`src/rtl/axil_rgmii_init.sv`:
```
// AXI-Lite initiator that programs the RGMII/UDP register file after power-on.
// On start_i it writes control (reset=1), port, IP and MAC registers, then
// control (reset=0). It checks param.reg_num and afterwards polls status
// forever, exporting status[0] as crc_err_o.
//
// Ports:
//   clk_i, rst_i           single clock (rgmii.rxc domain), async active-high reset
//   start_i                one-cycle start/restart request
//   busy_o                 write/read sequence in progress (before done_o)
//   done_o                 programming and param check succeeded
//   error_o                sticky: non-OKAY response or param mismatch
//   crc_err_o              status[0] from the last completed poll read
//   m_axil_*               AXI-Lite master channels (AW, W, B, AR, R)
module axil_rgmii_init #(
  parameter int unsigned AXIL_ADDR_WIDTH   = 32,
  parameter int unsigned AXIL_DATA_WIDTH   = 32,
  parameter logic [47:0] FPGA_MAC          = 48'h0,
  parameter logic [47:0] HOST_MAC          = 48'h0,
  parameter logic [31:0] FPGA_IP           = 32'h0,
  parameter logic [31:0] HOST_IP           = 32'h0,
  parameter logic [15:0] FPGA_PORT         = 16'h0,
  parameter logic [15:0] HOST_PORT         = 16'h0,
  parameter logic [10:0] PAYLOAD_BYTES     = 11'd1024,
  parameter logic        CHECK_DESTINATION = 1'b1,
  parameter int unsigned EXP_REG_NUM       = 10,
  parameter int unsigned POLL_CYCLES       = 1024
) (
  input  logic                         clk_i,
  input  logic                         rst_i,
  input  logic                         start_i,
  output logic                         busy_o,
  output logic                         done_o,
  output logic                         error_o,
  output logic                         crc_err_o,
  output logic [AXIL_ADDR_WIDTH-1:0]   m_axil_awaddr_o,
  output logic [2:0]                   m_axil_awprot_o,
  output logic                         m_axil_awvalid_o,
  input  logic                         m_axil_awready_i,
  output logic [AXIL_DATA_WIDTH-1:0]   m_axil_wdata_o,
  output logic [AXIL_DATA_WIDTH/8-1:0] m_axil_wstrb_o,
  output logic                         m_axil_wvalid_o,
  input  logic                         m_axil_wready_i,
  input  logic [1:0]                   m_axil_bresp_i,
  input  logic                         m_axil_bvalid_i,
  output logic                         m_axil_bready_o,
  output logic [AXIL_ADDR_WIDTH-1:0]   m_axil_araddr_o,
  output logic [2:0]                   m_axil_arprot_o,
  output logic                         m_axil_arvalid_o,
  input  logic                         m_axil_arready_i,
  input  logic [AXIL_DATA_WIDTH-1:0]   m_axil_rdata_i,
  input  logic [1:0]                   m_axil_rresp_i,
  input  logic                         m_axil_rvalid_i,
  output logic                         m_axil_rready_o
);

  localparam int unsigned CntW = $clog2(POLL_CYCLES + 1);
  localparam logic [CntW-1:0] PollLast = CntW'(POLL_CYCLES - 1);
  localparam logic [3:0] LastIdx = 4'd8;
  localparam logic [AXIL_ADDR_WIDTH-1:0] ParamAddr  = AXIL_ADDR_WIDTH'(8'h08);
  localparam logic [AXIL_ADDR_WIDTH-1:0] StatusAddr = AXIL_ADDR_WIDTH'(8'h04);
  localparam logic [7:0] ExpRegNum = 8'(EXP_REG_NUM);

  typedef enum logic [2:0] {
    StIdle, StWrReq, StWrResp, StRdReq, StRdResp, StPollWait, StError
  } state_e;

  state_e                       state_q, state_d;
  logic [3:0]                   idx_q, idx_d;
  logic                         awvalid_q, awvalid_d, wvalid_q, wvalid_d;
  logic                         arvalid_q, arvalid_d;
  logic [AXIL_ADDR_WIDTH-1:0]   awaddr_q, awaddr_d, araddr_q, araddr_d;
  logic [AXIL_DATA_WIDTH-1:0]   wdata_q, wdata_d;
  logic [CntW-1:0]              cnt_q, cnt_d;
  logic                         done_q, done_d, error_q, error_d, crc_q, crc_d;
  logic                         restart;
  logic [3:0]                   idx_nxt;

  // Write sequence table: index -> register byte address.
  function automatic logic [AXIL_ADDR_WIDTH-1:0] wr_addr(input logic [3:0] idx);
    logic [7:0] a;
    case (idx)
      4'd1:    a = 8'h0C;
      4'd2:    a = 8'h10;
      4'd3:    a = 8'h14;
      4'd4:    a = 8'h18;
      4'd5:    a = 8'h1C;
      4'd6:    a = 8'h20;
      4'd7:    a = 8'h24;
      default: a = 8'h00;
    endcase
    return AXIL_ADDR_WIDTH'(a);
  endfunction

  // Write sequence table: index -> data. Index 0 holds the core in reset,
  // index 8 (default) releases it with the same settings.
  function automatic logic [AXIL_DATA_WIDTH-1:0] wr_data(input logic [3:0] idx);
    logic [31:0] d;
    case (idx)
      4'd0:    d = {5'd0, PAYLOAD_BYTES, 14'd0, CHECK_DESTINATION, 1'b1};
      4'd1:    d = {HOST_PORT, FPGA_PORT};
      4'd2:    d = FPGA_IP;
      4'd3:    d = HOST_IP;
      4'd4:    d = FPGA_MAC[31:0];
      4'd5:    d = {16'd0, FPGA_MAC[47:32]};
      4'd6:    d = HOST_MAC[31:0];
      4'd7:    d = {16'd0, HOST_MAC[47:32]};
      default: d = {5'd0, PAYLOAD_BYTES, 14'd0, CHECK_DESTINATION, 1'b0};
    endcase
    return AXIL_DATA_WIDTH'(d);
  endfunction

  assign restart = start_i && (state_q == StIdle || state_q == StPollWait ||
                               state_q == StError);
  assign idx_nxt = idx_q + 4'd1;

  always_comb begin
    state_d   = state_q;
    idx_d     = idx_q;
    awvalid_d = awvalid_q;
    wvalid_d  = wvalid_q;
    arvalid_d = arvalid_q;
    awaddr_d  = awaddr_q;
    wdata_d   = wdata_q;
    araddr_d  = araddr_q;
    cnt_d     = cnt_q;
    done_d    = done_q;
    error_d   = error_q;
    crc_d     = crc_q;
    if (restart) begin
      // Restart wins over the poll counter expiring in the same cycle.
      state_d   = StWrReq;
      idx_d     = 4'd0;
      awaddr_d  = wr_addr(4'd0);
      wdata_d   = wr_data(4'd0);
      awvalid_d = 1'b1;
      wvalid_d  = 1'b1;
      done_d    = 1'b0;
      error_d   = 1'b0;
    end else begin
      unique case (state_q)
        StWrReq: begin
          // AW and W complete independently; leave once both are done.
          if (m_axil_awready_i) awvalid_d = 1'b0;
          if (m_axil_wready_i)  wvalid_d  = 1'b0;
          if (!awvalid_d && !wvalid_d) state_d = StWrResp;
        end
        StWrResp: begin
          if (m_axil_bvalid_i) begin
            if (m_axil_bresp_i != 2'b00) begin
              state_d = StError;
              error_d = 1'b1;
            end else if (idx_q == LastIdx) begin
              state_d   = StRdReq;
              arvalid_d = 1'b1;
              araddr_d  = ParamAddr;
            end else begin
              state_d   = StWrReq;
              idx_d     = idx_nxt;
              awaddr_d  = wr_addr(idx_nxt);
              wdata_d   = wr_data(idx_nxt);
              awvalid_d = 1'b1;
              wvalid_d  = 1'b1;
            end
          end
        end
        StRdReq: begin
          if (m_axil_arready_i) begin
            arvalid_d = 1'b0;
            state_d   = StRdResp;
          end
        end
        StRdResp: begin
          if (m_axil_rvalid_i) begin
            state_d = StPollWait;
            cnt_d   = '0;
            if (m_axil_rresp_i != 2'b00) begin
              state_d = StError;
              error_d = 1'b1;
            end else if (araddr_q == ParamAddr) begin
              if (m_axil_rdata_i[7:0] != ExpRegNum) begin
                state_d = StError;
                error_d = 1'b1;
              end else begin
                done_d = 1'b1;
              end
            end else begin
              crc_d = m_axil_rdata_i[0];
            end
          end
        end
        StPollWait: begin
          if (cnt_q == PollLast) begin
            state_d   = StRdReq;
            arvalid_d = 1'b1;
            araddr_d  = StatusAddr;
          end else begin
            cnt_d = cnt_q + 1'b1;
          end
        end
        default: ;
      endcase
    end
  end

  always_ff @(posedge clk_i or posedge rst_i) begin
    if (rst_i) begin
      state_q   <= StIdle;
      idx_q     <= '0;
      awvalid_q <= 1'b0;
      wvalid_q  <= 1'b0;
      arvalid_q <= 1'b0;
      awaddr_q  <= '0;
      wdata_q   <= '0;
      araddr_q  <= '0;
      cnt_q     <= '0;
      done_q    <= 1'b0;
      error_q   <= 1'b0;
      crc_q     <= 1'b0;
    end else begin
      state_q   <= state_d;
      idx_q     <= idx_d;
      awvalid_q <= awvalid_d;
      wvalid_q  <= wvalid_d;
      arvalid_q <= arvalid_d;
      awaddr_q  <= awaddr_d;
      wdata_q   <= wdata_d;
      araddr_q  <= araddr_d;
      cnt_q     <= cnt_d;
      done_q    <= done_d;
      error_q   <= error_d;
      crc_q     <= crc_d;
    end
  end

  assign m_axil_awaddr_o  = awaddr_q;
  assign m_axil_awprot_o  = 3'b000;
  assign m_axil_awvalid_o = awvalid_q;
  assign m_axil_wdata_o   = wdata_q;
  assign m_axil_wstrb_o   = '1;
  assign m_axil_wvalid_o  = wvalid_q;
  assign m_axil_bready_o  = (state_q == StWrResp);
  assign m_axil_araddr_o  = araddr_q;
  assign m_axil_arprot_o  = 3'b000;
  assign m_axil_arvalid_o = arvalid_q;
  assign m_axil_rready_o  = (state_q == StRdResp);

  assign busy_o    = !done_q && (state_q == StWrReq || state_q == StWrResp ||
                                 state_q == StRdReq || state_q == StRdResp);
  assign done_o    = done_q;
  assign error_o   = error_q;
  assign crc_err_o = crc_q;

  // Only reg_num and crc_err are consumed from read data.
  logic unused_rdata;
  assign unused_rdata = ^m_axil_rdata_i[AXIL_DATA_WIDTH-1:8];

endmodule

```
`config.mk`:
```
export PLATFORM = sky130hd
export DESIGN_NAME = axil_rgmii_init
export DESIGN_NICKNAME = d
export VERILOG_FILES = /design/src/rtl/axil_rgmii_init.sv
export SDC_FILE = /design/constraint.sdc
export NUM_CORES = 1
export LEC_CHECK = 0
export ABC_AREA = 1
export CAP_MARGIN = 5
export CORE_UTILIZATION = 42
export CTS_CLUSTER_DIAMETER = 60
export DETAILED_ROUTE_END_ITERATION = 8
export GPL_ROUTABILITY_DRIVEN = 0
export PLACE_DENSITY = 0.87
export SYNTH_ARGS = -nofsm -noshare
export SYNTH_HDL_FRONTEND = slang
export SYNTH_SLANG_ARGS = --single-unit
```
`constraint.sdc`:
```
create_clock -name clk_i -period 4.85 [get_ports clk_i]
set_clock_uncertainty 0.2 [all_clocks]
set_input_delay 0.485 -clock clk_i [delete_from_list [all_inputs] [get_ports clk_i]]
set_output_delay 0.485 -clock clk_i [all_outputs]
set_load 0.01 [all_outputs]
```
==> results of run 1 <==
-- sequential cells by signal, indices dropped and copies added (netlist names), 2 cells and up --
signal / cells
state_q: 3
cnt_q: 11
idx_q: 4
m_axil_wdata_o: 2
m_axil_awaddr_o: 4
m_axil_araddr_o: 2
-- critical path: stages (launching register included) --
cell	delay, ns
dfrtp_1	0.51
inv_4	0.15
nand2_1	0.12
a31oi_1	0.22
clkdlybuf4s50_1	0.56
-- layer usage --
metal | GRT usage, % | wire length, um | share of wire (%)
met5 | 0 | 0 | 0
met4 | 8.62 | 135 | 2.6
met3 | 4.77 | 331 | 6.5
met2 | 26.4 | 2660 | 52
met1 | 16.2 | 1990 | 39
-- worst min-delay path by stage --
stage | startpoint | endpoint | slack (ns)
5_1_grt | m_axil_awaddr_o[4] | m_axil_awaddr_o[4] | 0.34
2_1_floorplan | idx_q[3] | m_axil_awaddr_o[2] | 0.26
4_1_cts | m_axil_awaddr_o[3] | m_axil_awaddr_o[3] | 0.29
3_5_place_dp | m_axil_awaddr_o[3] | m_axil_awaddr_o[3] | 0.27
3_3_place_gp | m_axil_awaddr_o[4] | m_axil_awaddr_o[4] | 0.27
6_report | m_axil_awaddr_o[3] | m_axil_awaddr_o[3] | 0.29
-- power by group through the flow --
stage	registers [mW]	clock network (mW)	logic, mW
2_1_floorplan	0.272	0	0.0981
3_3_place_gp	0.272	0	0.0587
3_5_place_dp	0.272	0	0.0591
4_1_cts	0.267	0.224	0.0593
5_1_grt	0.267	0.236	0.0670
6_report	0.267	0.218	0.0599
-- metrics by stage --
step | cell area [um2] | util (%) | std cells | power, mW
2_1_floorplan | 3130 | - | 467 | 0.370
5_1_grt | 2940 | 46.3 | 490 | 0.570
6_report | 2940 | 46.3 | 490 | 0.544
3_5_place_dp | 2850 | 44.9 | 482 | 0.331
4_1_cts | 2940 | 46.3 | 490 | 0.550
3_3_place_gp | 2850 | 44.9 | 482 | 0.331
-- Yosys cell counts, drive strengths merged --
| cell | count |
|---|---|
| nor3 | 5 |
| nor2 | 31 |
| mux2 | 1 |
| nand4 | 4 |
| dfrtp | 32 |
| or2 | 3 |
| a21oi | 4 |
| o21ai | 29 |
| inv | 39 |
| clkinv | 1 |
| nand2 | 78 |
| xor2 | 3 |
| o211ai | 1 |
| a31oi | 3 |
| nand3b | 3 |
| conb | 2 |
| o22ai | 2 |
| buf | 100 |
| ha | 7 |
| o221ai | 1 |
| nand3 | 23 |
-- final cells by class --
class                           instances  area (um2)  area share (%)
Multi-Input combinational cell        295        1420            48.3
Inverter                               40         154            5.23
Sequential cell                        32         801            27.2
Clock buffer                            6        82.6            2.81
Timing Repair Buffer                   38         378            12.8
Clock inverter                          2        10.0           0.340
Tap cell                               77        96.3            3.27
-- cell families after synthesis --
group,after synthesis,synth area share (%)
AOI/OAI and AO/OA,40,8.74
buffers and inverters,140,32.8
DFF,32,28.8
muxes,1,0.405
adders and majority gates,7,3.15
xor gates and xnor gates,3,0.946
and+or+nand+nor,147,24.8
other,2,0.270
==> impl_results.md, run 1 <==
* Clk slew on worst S/H paths at ~0.07 ns
* Crit. End Element: primary output
* Die area at 6940 um2
* Final Max Tran Viols at 0
* CP Launch Type: register
* Setup violations, final at 0
* Status: finished clean
* Number of global-route vias before repair at 2019
* Most frequent cells in the layout: conb_1, nand2_1, clkdlybuf4s50_1, dfrtp_1, inv_1
* R2r startpoint: cnt_q[0]
* DRT Wirelength at 5120 um
* Initial antenna violation count at 0
* Synthesized cell area at 2780 um2
* First-pass GRT wire length at roughly 8500 um
* Final #Nets at ~460
* WHS Path Cells at 2
* Fin Hold WS at ~0.29 ns
* P_leak at 1.59 nW
* Sink Count at 32
* Clock network power share at 40.0%
* Largest net degree at the start of global routing at 33
* I/O pins at 159
* Final period utilization at 52.4%
* IO Port Bufs at 37
* Setup TNS at 0 ns
* Row count at 29
* Avg Inst Size Synth at 7.47 um2
* RSZ-0062 raised after global routing: no
* Die W at 83.3 um
* Initial detailed-routing violation count at 90
* Critical path type: reg -> out
* Register share of total power at 49.0%
* TritonRoute pass-1 iters at 4
* Sw frac at 27.4%
* Top cell type's share of synthesized area at 28.8%
* Crit path time final at 2.54 ns
* Post-synth top area cell: dfrtp_1
* Post-DP HPWL at 3940 um
* FF-to-FF setup slack at 2.75 ns
* Share of layout cells above drive strength 1 at 11.1%
* Hold Crit Class: reg -> reg
* Maxcap violations at 0
* #FFs+latches synth at 32
* Ys Warns at 0
* Longest Clk Path Bufs at 2
* CP Max Fanout at 7
* Critical path endpoint: busy_o
* DR WL/cell at 10.4 um
* Vias at between 2000 and 2500
* Req. time, crit path at 4.16 ns
* Num CTS Buffers at 5
* Peak supply drop at 0.0806 mV
* Cts repair resizes at 0
* Arrival @ worst endpoint at 1.85 ns
* Antenna Nets Post-Route at 0
* Synth Instances at 372
* Gate power share at between 10% and 20%
* Worst setup startpoint: state_q[2]
* Clock Latency Late Sink at 0.29 ns
* Overflow after GRT at 0
* Internal power at between 0.3 and 0.4 mW
* CTS tree: done
* Synth top area cells: dfrtp_1, buf_4, nand2_1, inv_1, nand3_1
* Starting Density at between 40% and 50%
* Root buf cell: clkbuf_8
* Slack of the critical path at 2.31 ns
* Sw power at 0.149 mW
* All-Layer GR Usage at 15.2%
* Fillers at 623
* Worst slack, placed at about 2.6 ns
* Core area at 6350 um2
* Reg-to-reg endpoint: cnt_q[6]
* Diode count at 0
* Final Hold Viols at 0
* DIE HEIGHT at 83.3 um
* Post-synth cell types at 33
* Fmax at around 390 MHz
* R2r worst-path depth at 9
* Post-CTS Hold Fix Bufs at 0
* Drt via density at 4.44
* P&R area growth vs syn at 5.95%
* Commonest non-fill, non-tap cell in the layout: conb_1
* H-tree depth at 2
* Power per cell area at ~190 nW/um2
* Sequential area share after synthesis at 28.8%
* Setup bufs post-CTS at 0
* DR DRC count at 0
No activity file was read; power rests on OpenSTA's default activity.
==> run 2, diff against run 1 <==
- CORE_UTILIZATION: 42 -> 35
- PLACE_DENSITY: 0.87 -> 0.78
- clock period: 4.85 -> 2.25 ns (I/O delays scaled with it)
==> run 2 against run 1 <==
Non-clock buffer count grew 2. Register-to-register slack worse by 2.6 ns. First-iteration DRC count up 47%. Global-route usage shrank 2.8 points. Clock power up 130%. Combinational power rose by 120%. Worst hold slack got worse by 0.17 ns. Die area is 19% higher. Largest cell class unchanged. Sequential power rose by 120%.
==> impl_results.md, run 2 (synthesis gave the netlist of run 1 again) <==
* Clk slew on worst S/H paths at 0.07 ns (about the same)
* Starting Density at 36.1% (-7.6 points)
* CTS tree: done
* Most frequent cells in the layout: conb_1, nand2_1, clkdlybuf4s50_1, inv_1, dfrtp_1
* Core area at 7690 um2 (+21%)
* Gate power share at 10.8% (-0.2 points)
* Antenna Nets Post-Route at 0 (unchanged)
* P_leak at 1.60 nW (+0.57%)
* Maxcap violations at 0 (unchanged)
* First-pass GRT wire length at 8230 um (-3.0%)
* Req. time, crit path at 1.82 ns (-2.34 ns)
* Sink Count at 32 (unchanged)
* Commonest non-fill, non-tap cell in the layout: conb_1
* Sw frac at 26.4% (-1.0 points)
* Die W at 91.1 um (+9.3%)
* Setup violations, final at 0 (unchanged)
* R2r startpoint: idx_q[0]
* Crit. End Element: primary output
* Largest register FFs at 11 (unchanged)
* CP Launch Type: register
* Sw power at 0.315 mW (+110%)
* Row count at 32 (+10%)
* Fmax at 465 MHz
* Initial detailed-routing violation count at 132 (+47%)
* Post-CTS Hold Fix Bufs at 0 (unchanged)
* Hold Crit Class: in -> async
* H-tree depth at 2 (unchanged)
* Initial antenna violation count at 0 (unchanged)
* RSZ-0062 raised after global routing: no
* DR WL/cell at 9.88 um (-5.4%)
* Number of global-route vias before repair at 1875 (-7.1%)
* Arrival @ worst endpoint at 1.72 ns (-0.13 ns)
* PnR Total Power at 1.20 mW (+120%)
* Drt via density at 4.15 (-6.5%)
* R2r worst-path depth at 9 (unchanged)
* DIE HEIGHT at 91.1 um (+9.3%)
* DR DRC count at 0 (unchanged)
* Final Max Tran Viols at 0 (unchanged)
* Final period utilization at 95.5%
* Largest net degree at the start of global routing at 33 (unchanged)
* Internal power at 0.881 mW (+120%)
* Final Hold Viols at 0 (unchanged)
* Setup TNS at 0 ns (unchanged)
* Register share of total power at 48.1% (-0.9 points)
* Fin util at 39.2% (-7.2 points)
* Power per cell area at 397 nW/um2 (+110%)
* Longest Clk Path Bufs at 2 (unchanged)
* All-Layer GR Usage at 12.4% (-2.8 points)
* Post-DP HPWL at 3910 um (-0.68%)
* Top reg by flops: cnt_q
* Final #Nets at 465 (+0.43%)
* Die area at 8300 um2 (+19%)
* FF-to-FF setup slack at 0.20 ns (-2.55 ns)
* Reg-to-reg endpoint: m_axil_wdata_o[1]
* Clock Latency Late Sink at 0.28 ns (about the same)
* Diode count at 0 (unchanged)
* Status: finished clean
* Critical path type: reg -> out
* DRT Wirelength at 5100 um (-0.35%)
* IO Port Bufs at 37 (unchanged)
* P&R area growth vs syn at 8.42%
* Crit path time final at between 2 and 2.5 ns
* TritonRoute pass-1 iters at 4 (unchanged)
* Peak supply drop at 0.179 mV (+120%)
* Share of layout cells above drive strength 1 at 12.8% (+1.7 points)
* Fin Hold WS at 0.120 ns (-0.169 ns)
* Overflow after GRT at 0 (unchanged)
* Clock network power share at 41.1% (+1.1 points)
* Fillers at 772 (+24%)
* CP Max Fanout at 8 (+1)
* Root buf cell: clkbuf_8
* Vias at 2142 (-1.6%)
* I/O pins at 159 (unchanged)
* Num CTS Buffers at 5 (unchanged)
[run 2: cell types whose count changed in the layout (fill, tap and decap cells not counted)]
cell / before / now
clkbuf_8: 6 / 7
nand3_1: 21 / 20
nor2_1: 23 / 22
clkinv_2: 3 / 1
nand3_2: 2 / 3
a31oi_2: 0 / 1
dfrtp_1: 32 / 30
nor2_2: 4 / 5
buf_4: 1 / 3
a31oi_1: 3 / 2
nand2_1: 73 / 72
nand2_2: 4 / 5
dfrtp_2: 0 / 2
[run 2: routing by layer]
metal	global-route usage, %	vias up	wire, um
li1	-	1067	-
met1	14.5	968	2150
met2	20.5	98	2500
met3	3.85	9	351
met4	6.08	0	91
met5	0	-	0
[run 2: worst max path at each step]
stage / from / endpoint / slack [ns] / cells after the start
after global routing: state_q[0] / m_axil_bready_o / 0.01 / 4
after global placement: cnt_q[0] / cnt_q[6] / 0.24 / 9
after floorplan: cnt_q[0] / cnt_q[0] / 0.48 / 10
after CTS: state_q[1] / busy_o / 0.009 / 4
after detailed placement: cnt_q[0] / cnt_q[5] / 0.21 / 9
final: state_q[1] / busy_o / 0.10 / 4
[run 2: worst max-delay path: stages, from the launching register on]
cell	delay, ns
dfrtp_2	0.48
nor2_2	0.15
nand2_2	0.11
a31oi_2	0.15
clkdlybuf4s50_1	0.55
[run 2: area by class of cell]
class	count	area [um2]	area share, %
Inverter	40	154	5.11
Timing Repair Buffer	40	393	13.0
Multi-Input combinational cell	295	1440	47.7
Sequential cell	32	803	26.7
Clock buffer	7	96.3	3.20
Tap cell	102	128	4.24
[run 2: per-stage QoR]
step,cells,cell area [um2],setup WS [ns]
3_3_place_gp,508,2890,0.237
5_1_grt,516,3010,0.0138
6_report,516,3010,0.102
2_1_floorplan,467,3130,0.478
3_5_place_dp,508,2890,0.211
4_1_cts,515,2990,0.00855
[run 2: power groups by stage]
stage	combinational, mW	clock (mW)	sequential [mW]
3_5_place_dp	0.128	0	0.586
5_1_grt	0.146	0.528	0.575
4_1_cts	0.128	0.498	0.575
6_report	0.130	0.491	0.575
3_3_place_gp	0.128	0	0.586
2_1_floorplan	0.212	0	0.586
[run 2: repair_timing]
action	CTS	global route
pin swaps	0	0
cloned	0	0
buffers inserted	0	1
setup endpoints to repair	1	7
resized for setup	1	5
==> run 3, diff against run 2 <==
- CORE_ASPECT_RATIO: unset -> 1.75
==> run 3 against run 2 <==
Final cell count decreased by 2.5%. Via count increased by 3.5%. Count of clock-buffer cells in the layout decreased by 1. Global-route usage increased by 1.5 points. Non-clock buffer count unchanged. Die area increased by 0.17%. Critical path depth unchanged. Total power increased by 17%. Combinational power about the same. Utilization increased by 0.71 points. Register-to-register slack improved by 0.06 ns. Final area increased by 0.91%. Critical path type unchanged.
==> impl_results.md, run 3 (synthesis gave the netlist of run 1 again) <==
* Status: finished clean
* All-Layer GR Usage at 13.8% (+1.5 points)
* Fmax at 461 MHz (-0.97%)
* Arrival @ worst endpoint at 1.74 ns (+0.02 ns)
* Storage cell area at 805 um2 (+0.16%)
* IO Port Bufs at 37 (unchanged)
* Crit path time final at 2.17 ns (+0.0210 ns)
* Row count at 42 (+31%)
* Most frequent cells in the layout: conb_1, nand2_1, clkdlybuf4s50_1, inv_1, dfrtp_1
* P_leak at 1.64 nW (+2.7%)
* Req. time, crit path at 1.82 ns (about the same)
* Maxcap violations at 0 (unchanged)
* Final #Nets at 465 (unchanged)
* Num CTS Buffers at 5 (unchanged)
* Starting Density at 36.5% (+0.32 points)
* Final Max Tran Viols at 0 (unchanged)
* Clk slew on worst S/H paths at 0.05 ns (-0.02 ns)
* Share of layout cells above drive strength 1 at 12.5% (-0.27 points)
* Longest Clk Path Bufs at 2 (unchanged)
* CP Launch Type: register
* Hold Crit Class: in -> async
* Overflow after GRT at 0 (unchanged)
* Critical path type: reg -> out
* Reg-to-reg endpoint: m_axil_wdata_o[1]
* RSZ-0062 raised after global routing: no
* DIE HEIGHT at 120 um (+32%)
* Final Hold Viols at 0 (unchanged)
* R2r startpoint: idx_q[0]
* Commonest non-fill, non-tap cell in the layout: conb_1
* Post-DP HPWL at 4280 um (+9.5%)
* Largest register FFs at 11 (unchanged)
* Root buf cell: clkbuf_16
* CTS tree: done
* Final period utilization at 96.4% (+0.93 points)
* Setup bufs post-CTS at 0 (unchanged)
* Fin Hold WS at 0.134 ns (+0.0137 ns)
* Sink Count at 32 (unchanged)
* R2r worst-path depth at 9 (unchanged)
* I/O pins at 159 (unchanged)
* DR DRC count at 0 (unchanged)
* CP Max Fanout at 8 (unchanged)
* H-tree depth at 2 (unchanged)
* Diode count at 0 (unchanged)
* FF-to-FF setup slack at 0.26 ns (+0.06 ns)
* Number of global-route vias before repair at 2039 (+8.7%)
* Die area at 8310 um2 (+0.17%)
* Power per cell area at 459 nW/um2 (+15%)
* Setup violations, final at 0 (unchanged)
* Setup TNS at 0 ns (unchanged)
* Multi-input logic area at 1430 um2 (-0.78%)
* Non-filler cells, final at 503 (-2.5%)
* TritonRoute pass-1 iters at 4 (unchanged)
* Post-CTS Hold Fix Bufs at 0 (unchanged)
* Placed Cells at 495 (-2.6%)
* Initial antenna violation count at 0 (unchanged)
* Core area at 7620 um2 (-0.88%)
* Crit. End Element: primary output
* Drt via density at 4.41 (+6.1%)
* Antenna Nets Post-Route at 0 (unchanged)
* Largest net degree at the start of global routing at 33 (unchanged)
* DR WL/cell at 10.6 um (+7.1%)
* Clock Latency Late Sink at 0.28 ns (about the same)
* Peak supply drop at 0.361 mV (+100%)
* Initial detailed-routing violation count at 159 (+20%)
* Top reg by flops: cnt_q
* Die W at 69.3 um (-24%)
* First-pass GRT wire length at 9060 um (+10%)
* Vias at 2216 (+3.5%)
* DRT Wirelength at 5320 um (+4.4%)
* P&R area growth vs syn at 9.41%
* Fillers at 766 (-0.78%)
==> run 3: worst max path at each step <==
stage / startpoint / end
after floorplan: cnt_q[0] / cnt_q[0]
after global placement: cnt_q[0] / state_q[2]
after detailed placement: cnt_q[0] / state_q[2]
after CTS: state_q[1] / busy_o
after global routing: state_q[0] / m_axil_bready_o
final: state_q[0] / m_axil_bready_o
==> run 3: routing by layer <==
layer  global-route usage, %  part of all wire, %
met1                    12.9                   34
met2                    25.8                   55
met3                    3.19                  6.6
met4                    9.82                  4.4
met5                       0                    0
==> run 3: area by class of cell <==
| class | instances | area share (%) |
|---|---|---|
| clock buffer | 6 | 4.57 |
| clock inverter | 2 | 0.329 |
| inverter | 40 | 5.06 |
| multi-input combinational | 295 | 46.9 |
| sequential | 32 | 26.5 |
| tap | 88 | 3.62 |
| timing repair buffer | 40 | 13.0 |
==> run 3: power by group <==
group	total (mW)	internal [mW]	switching, mW
clock network	0.686	0.435	0.250
registers	0.576	0.576	0.00000850
logic	0.132	0.0343	0.0977
==> run 3: worst max-delay path, stage by stage (launching register included) <==
cell,delay (ns)
dfrtp_1,0.45
inv_2,0.08
nand2_1,0.10
nor2_4,0.24
clkdlybuf4s50_1,0.59
==> run 3: stage by stage <==
stage / power [mW] / setup WS, ns / area [um2] / utilization, %
after CTS: 1.41 / 0.0154 / 3030 / 39.8
after detailed placement: 0.716 / 0.181 / 2880 / 37.8
after floorplan: 0.798 / 0.478 / 3130 / -
after global placement: 0.715 / 0.184 / 2880 / 37.8
after global routing: 1.45 / 0.0302 / 3040 / 39.9
final: 1.39 / 0.0806 / 3040 / 39.9
==> run 3: what timing repair did <==
item                       4_1_cts  5_1_grt
gates cloned                     0        0
setup endpoints to repair        1       11
resized for setup                1        4
